--- config.mk ---
export PLATFORM = sky130hd
export DESIGN_NAME = uart_rx_unit
export DESIGN_NICKNAME = d
export VERILOG_FILES = /design/src/rtl/uart_rx_unit.sv
export SDC_FILE = /design/constraint.sdc
export NUM_CORES = 1
export LEC_CHECK = 0
export BUFFER_PORTS_ARGS = -buffer_cell sky130_fd_sc_hd__buf_2
export CAP_MARGIN = 5
export CORE_MARGIN = 3
export CORE_UTILIZATION = 59
export CTS_CLUSTER_DIAMETER = 80
export DETAILED_ROUTE_END_ITERATION = 10
export PLACE_DENSITY_LB_ADDON = 0.1
export SLEW_MARGIN = 20
export SYNTH_ARGS = -nofsm -noshare
export SYNTH_HDL_FRONTEND = slang
export SYNTH_SLANG_ARGS = --single-unit
--- constraint.sdc ---
create_clock -name Clock -period 3.41 [get_ports Clock]
set_clock_uncertainty 0.1 [all_clocks]
set_input_delay 0.682 -clock Clock [delete_from_list [all_inputs] [get_ports Clock]]
set_output_delay 0.682 -clock Clock [all_outputs]
set_load 0.01 [all_outputs]
--- src/rtl/uart_rx_unit.sv ---
`timescale 1ns/1ps
`default_nettype none
// ============================================================================
// Module   : uart_rx_unit
// Function : 16x-oversampling UART receiver with per-frame latched format and
//            parity/framing status for each completed frame.
// Revision : 1.0 - initial release
// ============================================================================
module uart_rx_unit #(
  parameter int CLK_HZ     = 50_000_000,
  parameter int OVERSAMPLE = 16
) (
  input  logic       Clock,
  input  logic       Reset,
  input  logic       SerialIn,
  input  logic [1:0] BaudRate,
  input  logic [1:0] ParityType,
  input  logic       StopBits,
  input  logic       DataLength,
  output logic [7:0] DataOut,
  output logic [1:0] ErrorFlag,
  output logic       ActiveFlag,
  output logic       DoneFlag
);

  localparam int c_TICK_W = $clog2(OVERSAMPLE);

  // Rounded divisors: 1302 / 651 / 326 / 163 at 50 MHz
  localparam logic [15:0] c_DIV_2400  = 16'((CLK_HZ + (2400  * OVERSAMPLE) / 2) / (2400  * OVERSAMPLE));
  localparam logic [15:0] c_DIV_4800  = 16'((CLK_HZ + (4800  * OVERSAMPLE) / 2) / (4800  * OVERSAMPLE));
  localparam logic [15:0] c_DIV_9600  = 16'((CLK_HZ + (9600  * OVERSAMPLE) / 2) / (9600  * OVERSAMPLE));
  localparam logic [15:0] c_DIV_19200 = 16'((CLK_HZ + (19200 * OVERSAMPLE) / 2) / (19200 * OVERSAMPLE));

  localparam logic [c_TICK_W-1:0] c_HALF_LAST = c_TICK_W'(OVERSAMPLE / 2 - 1);
  localparam logic [c_TICK_W-1:0] c_FULL_LAST = c_TICK_W'(OVERSAMPLE - 1);

  localparam logic [2:0] c_IDLE   = 3'd0;
  localparam logic [2:0] c_START  = 3'd1;
  localparam logic [2:0] c_DATA   = 3'd2;
  localparam logic [2:0] c_PARITY = 3'd3;
  localparam logic [2:0] c_STOP   = 3'd4;

  logic [2:0]          r_state;
  logic [2:0]          w_nextState;
  logic                r_sync1;
  logic                r_rxd;
  logic [1:0]          r_baudSel;
  logic [1:0]          r_parType;
  logic                r_twoStop;
  logic                r_eightBit;
  logic [15:0]         r_divCount;
  logic [15:0]         w_divisor;
  logic [c_TICK_W-1:0] r_tickCount;
  logic [2:0]          r_bitCount;
  logic                r_stopCount;
  logic [7:0]          r_shift;
  logic                r_parErr;
  logic                r_frameErr;
  logic [7:0]          r_dataOut;
  logic [1:0]          r_errorFlag;
  logic                r_done;

  logic w_tick;
  logic w_samplePoint;
  logic w_lastData;
  logic w_lastStop;
  logic w_parityEn;
  logic w_startDet;
  logic w_finish;
  logic w_active;

  always_comb begin
    case (r_baudSel)
      2'b00:   w_divisor = c_DIV_2400;
      2'b01:   w_divisor = c_DIV_4800;
      2'b10:   w_divisor = c_DIV_9600;
      default: w_divisor = c_DIV_19200;
    endcase
  end

  // The start bit is sampled after half a bit, every later bit after a full one
  assign w_tick        = (r_divCount == (w_divisor - 16'd1));
  assign w_samplePoint = w_tick &&
                         (r_tickCount == ((r_state == c_START) ? c_HALF_LAST : c_FULL_LAST));
  assign w_lastData    = (r_bitCount == (r_eightBit ? 3'd7 : 3'd6));
  assign w_lastStop    = (r_stopCount == r_twoStop);
  assign w_parityEn    = (r_parType == 2'b01) || (r_parType == 2'b10);

  // ---------------------------------------------------------------- state reg
  always_ff @(posedge Clock) begin
    if (Reset) begin
      r_state <= c_IDLE;
    end else begin
      r_state <= w_nextState;
    end
  end

  // --------------------------------------------------------------- next state
  always_comb begin
    w_nextState = r_state;
    case (r_state)
      c_IDLE: begin
        if (!r_rxd) w_nextState = c_START;
      end
      c_START: begin
        if (w_samplePoint) w_nextState = r_rxd ? c_IDLE : c_DATA;
      end
      c_DATA: begin
        if (w_samplePoint && w_lastData) w_nextState = w_parityEn ? c_PARITY : c_STOP;
      end
      c_PARITY: begin
        if (w_samplePoint) w_nextState = c_STOP;
      end
      c_STOP: begin
        if (w_samplePoint && w_lastStop) w_nextState = c_IDLE;
      end
      default: w_nextState = c_IDLE;
    endcase
  end

  // ------------------------------------------------------------- state decode
  always_comb begin
    w_active   = 1'b0;
    w_startDet = 1'b0;
    w_finish   = 1'b0;
    case (r_state)
      c_IDLE: begin
        w_startDet = !r_rxd;
      end
      c_STOP: begin
        w_active = 1'b1;
        w_finish = w_samplePoint && w_lastStop;
      end
      default: begin
        w_active = 1'b1;
      end
    endcase
  end

  // ----------------------------------------------------------------- datapath
  always_ff @(posedge Clock) begin
    if (Reset) begin
      r_sync1     <= 1'b1;
      r_rxd       <= 1'b1;
      r_baudSel   <= 2'b00;
      r_parType   <= 2'b00;
      r_twoStop   <= 1'b0;
      r_eightBit  <= 1'b0;
      r_divCount  <= 16'd0;
      r_tickCount <= '0;
      r_bitCount  <= 3'd0;
      r_stopCount <= 1'b0;
      r_shift     <= 8'd0;
      r_parErr    <= 1'b0;
      r_frameErr  <= 1'b0;
      r_dataOut   <= 8'd0;
      r_errorFlag <= 2'b00;
      r_done      <= 1'b0;
    end else begin
      r_sync1 <= SerialIn;
      r_rxd   <= r_sync1;
      r_done  <= w_finish;

      // Frame format is frozen at the start edge; mid-frame changes wait
      if (w_startDet) begin
        r_baudSel   <= BaudRate;
        r_parType   <= ParityType;
        r_twoStop   <= StopBits;
        r_eightBit  <= DataLength;
        r_divCount  <= 16'd0;
        r_tickCount <= '0;
        r_bitCount  <= 3'd0;
        r_stopCount <= 1'b0;
        r_shift     <= 8'd0;
        r_parErr    <= 1'b0;
        r_frameErr  <= 1'b0;
      end else if (r_state != c_IDLE) begin
        r_divCount <= w_tick ? 16'd0 : (r_divCount + 16'd1);
        if (w_tick) begin
          r_tickCount <= w_samplePoint ? '0 : (r_tickCount + 1'b1);
        end
      end

      if (w_samplePoint) begin
        case (r_state)
          c_DATA: begin
            r_shift    <= {r_rxd, r_shift[7:1]};
            r_bitCount <= r_bitCount + 3'd1;
          end
          c_PARITY: begin
            r_parErr <= (((^r_shift) ^ r_rxd) != (r_parType == 2'b01));
          end
          c_STOP: begin
            r_stopCount <= ~r_stopCount;
            if (!r_rxd) r_frameErr <= 1'b1;
          end
          default: begin
          end
        endcase
      end

      // In 7-bit mode the word sits in [7:1] with a zero shifted into bit 0
      if (w_finish) begin
        r_dataOut   <= r_eightBit ? r_shift : {1'b0, r_shift[7:1]};
        r_errorFlag <= {r_frameErr | ~r_rxd, r_parErr};
      end
    end
  end

  assign DataOut    = r_dataOut;
  assign ErrorFlag  = r_errorFlag;
  assign ActiveFlag = w_active;
  assign DoneFlag   = r_done;

endmodule
`default_nettype wire

==> metrics.txt <==
P&R area growth vs syn=6.94%; setup TNS=0 ns; worst slew pin tran=0.661 ns; CTS Sinks=56; initial drt markers=116; DRT Pass-1 Iters=4; die width=74.8 um; Starting Density=62.5%; TritonCTS clock tree=done; global-route wire length before repair=8470 um; count leader, synth=dfxtp_1; final wirelength=5060 um; Synth area leaders=dfxtp_1 (40%), nor2_1 (5.4%), xnor2_1 (5.3%); status=completed; post-CTS setup buffer count=0; port bufs=20; Synth Flop Type=dfxtp_1; DP HPWL=3380 um; Vias=2148; Max Cap Violations=0; Clock transition at path regs=0.10 ns; initial antenna violation count=0; Placed Cells=368; maximum vdd drop=0.296 mV; final-report setup violation count=0; total track usage=19.2%; Slew Viols, Final=0; largest net degree at the start of global routing=38; worst-skew pair later-pin latency=0.31 ns; post-synthesis sequential area ratio=40.1%; Worst EP arrival=2.85 ns; PwrDens=428 nW/um2; GRT overflow=0; vias per cell=5.71; achievable frequency=358 MHz; CP Capture Type=flip-flop; Synth area leader=dfxtp_1; syn avg cell area=8.90 um2; post-route clock period utilization=81.8%; row count=24; Hold Vio Cnt, Final=0; ys async rst share=0%; Min Hold Slack=0.327 ns; largest fanout on the critical path=12; core area=4470 um2; EDFF count, synth=0; final critical-path required period=2.79 ns; # nets final=336; CP required=3.47 ns; Mapped Cells=314; Max clock buf depth=2; Leakage Power=1.17 nW; number of global-route vias before repair=1808; cts repair resizes=0; RD Place Congestion=0.866; syn_nets=327; Die Y-Extent=74.8 um; depth of the CTS H-tree=2; Top Ports=21; ANT nets after route=0; # diodes=0; Synth Cell Area=2800 um2; CTS Buf Count=5; critical path type=reg -> reg; RSZ-0062 raised after global routing=false; share of cells above drive strength 1=17.3%; Hold Path Class=reg -> reg; YS warnings=0; DR WL/cell=13.5 um; top-area cell type share of the netlist area=40.1%; die area=5600 um2; drc violations=0; critical path launch point type=flip-flop; #FFs+latches synth=56; Cell variety after synth=53; CTS Hold Bufs=0; root buffer cell=clkbuf_8; Final Non-Filler Cells=376; Slew headroom=55.6%; most frequent cells after synthesis=dfxtp_1 (56), nor2_1 (40), nand2_1 (32)
stage by stage:
| step | power [W] | instance area, um2 | util, % | setup WS [ns] |
|---|---|---|---|---|
| 6_report | 0.00128 | 2990 | 66.8 | 0.620 |
| 3_3_place_gp | 0.000857 | 2880 | 64.3 | 0.668 |
| 2_1_floorplan | 0.000825 | 2800 | - | 0.874 |
| 4_1_cts | 0.00129 | 2990 | 66.8 | 0.621 |
| 5_1_grt | 0.00133 | 2990 | 66.8 | 0.432 |
| 3_5_place_dp | 0.000858 | 2880 | 64.3 | 0.634 |
metal layers:
| metal | share of wire (%) | track usage [%] | up-vias |
|---|---|---|---|
| met1 | 53 | 28.8 | 1010 |
| li1 | - | - | 1098 |
| met5 | 0 | 0 | - |
| met3 | 3.6 | 4.14 | 4 |
| met4 | 0.51 | 3.56 | 0 |
| met2 | 42 | 28.5 | 36 |
worst max-delay path, stage by stage (launching register included):
cell and delay (ns):
dfxtp_1 0.54, or2b_1 0.31, a2111oi_4 0.40, o2111ai_4 0.27, or4_1 0.78, a21oi_2 0.20
nor3_1 0.05
path summary, 6_finish.rpt:
check	start	end	slack, ns	cells after the start
max	r_baudSel[0]	r_shift[7]	0.62	6
min	r_sync1	r_rxd	0.33	1
max reg2reg	r_baudSel[0]	r_shift[7]	0.62	6
min reg2reg	r_sync1	r_rxd	0.33	1
cells by family (layout without fill, tap and decap cells):
family / Yosys count / after routing / synth area share, %
adder cells (fa/ha/maj): 4 / 4 / 1.79
flip-flops: 56 / 56 / 40.1
AO/OA/AOI/OAI: 45 / 45 / 11.7
AND/OR/NAND/NOR: 137 / 137 / 26.0
multiplexers: 21 / 21 / 7.92
buffers and inverters: 24 / 34 / 4.03
XOR/XNOR: 27 / 27 / 8.46
cell type report:
cell class                 count  area [um2]
sequential                    56        1120
timing repair buffer          22         115
clock inverter                 3        42.5
clock buffer                   5        68.8
inverter                       4        15.0
tap                           52        65.1
fill                         359        1490
multi-input combinational    234        1560
flip-flops by register name, summed over array words and instances (netlist names), 2 cells and up:
register,cells
r_baudSel,2
r_bitCount,3
ErrorFlag,2
r_shift,8
r_tickCount,4
r_state,3
r_divCount,16
DataOut,8
r_parType,2
where the power goes:
group	internal [W]	leakage [nW]	switching [W]
sequential	0.000670	0.452	0.0000283
combinational	0.0000624	0.665	0.0000840
clock	0.000218	0.0541	0.000216
total	0.000950	1.17	0.000328
cell usage in the layout, fill, tap and decap left out, types with 4 or more instances in the layout:
cell,n
dfxtp_1,56
nor2_1,40
nand2_1,32
a21oi_1,24
nand3_1,20
buf_2,20
xnor2_1,17
mux2i_1,12
xor2_1,10
mux2_2,9
and3_1,6
nand2b_1,5
clkbuf_8,5
inv_1,4
nor3_1,4
nor2b_1,4
ha_1,4
Power figures use the tool's default switching activity.
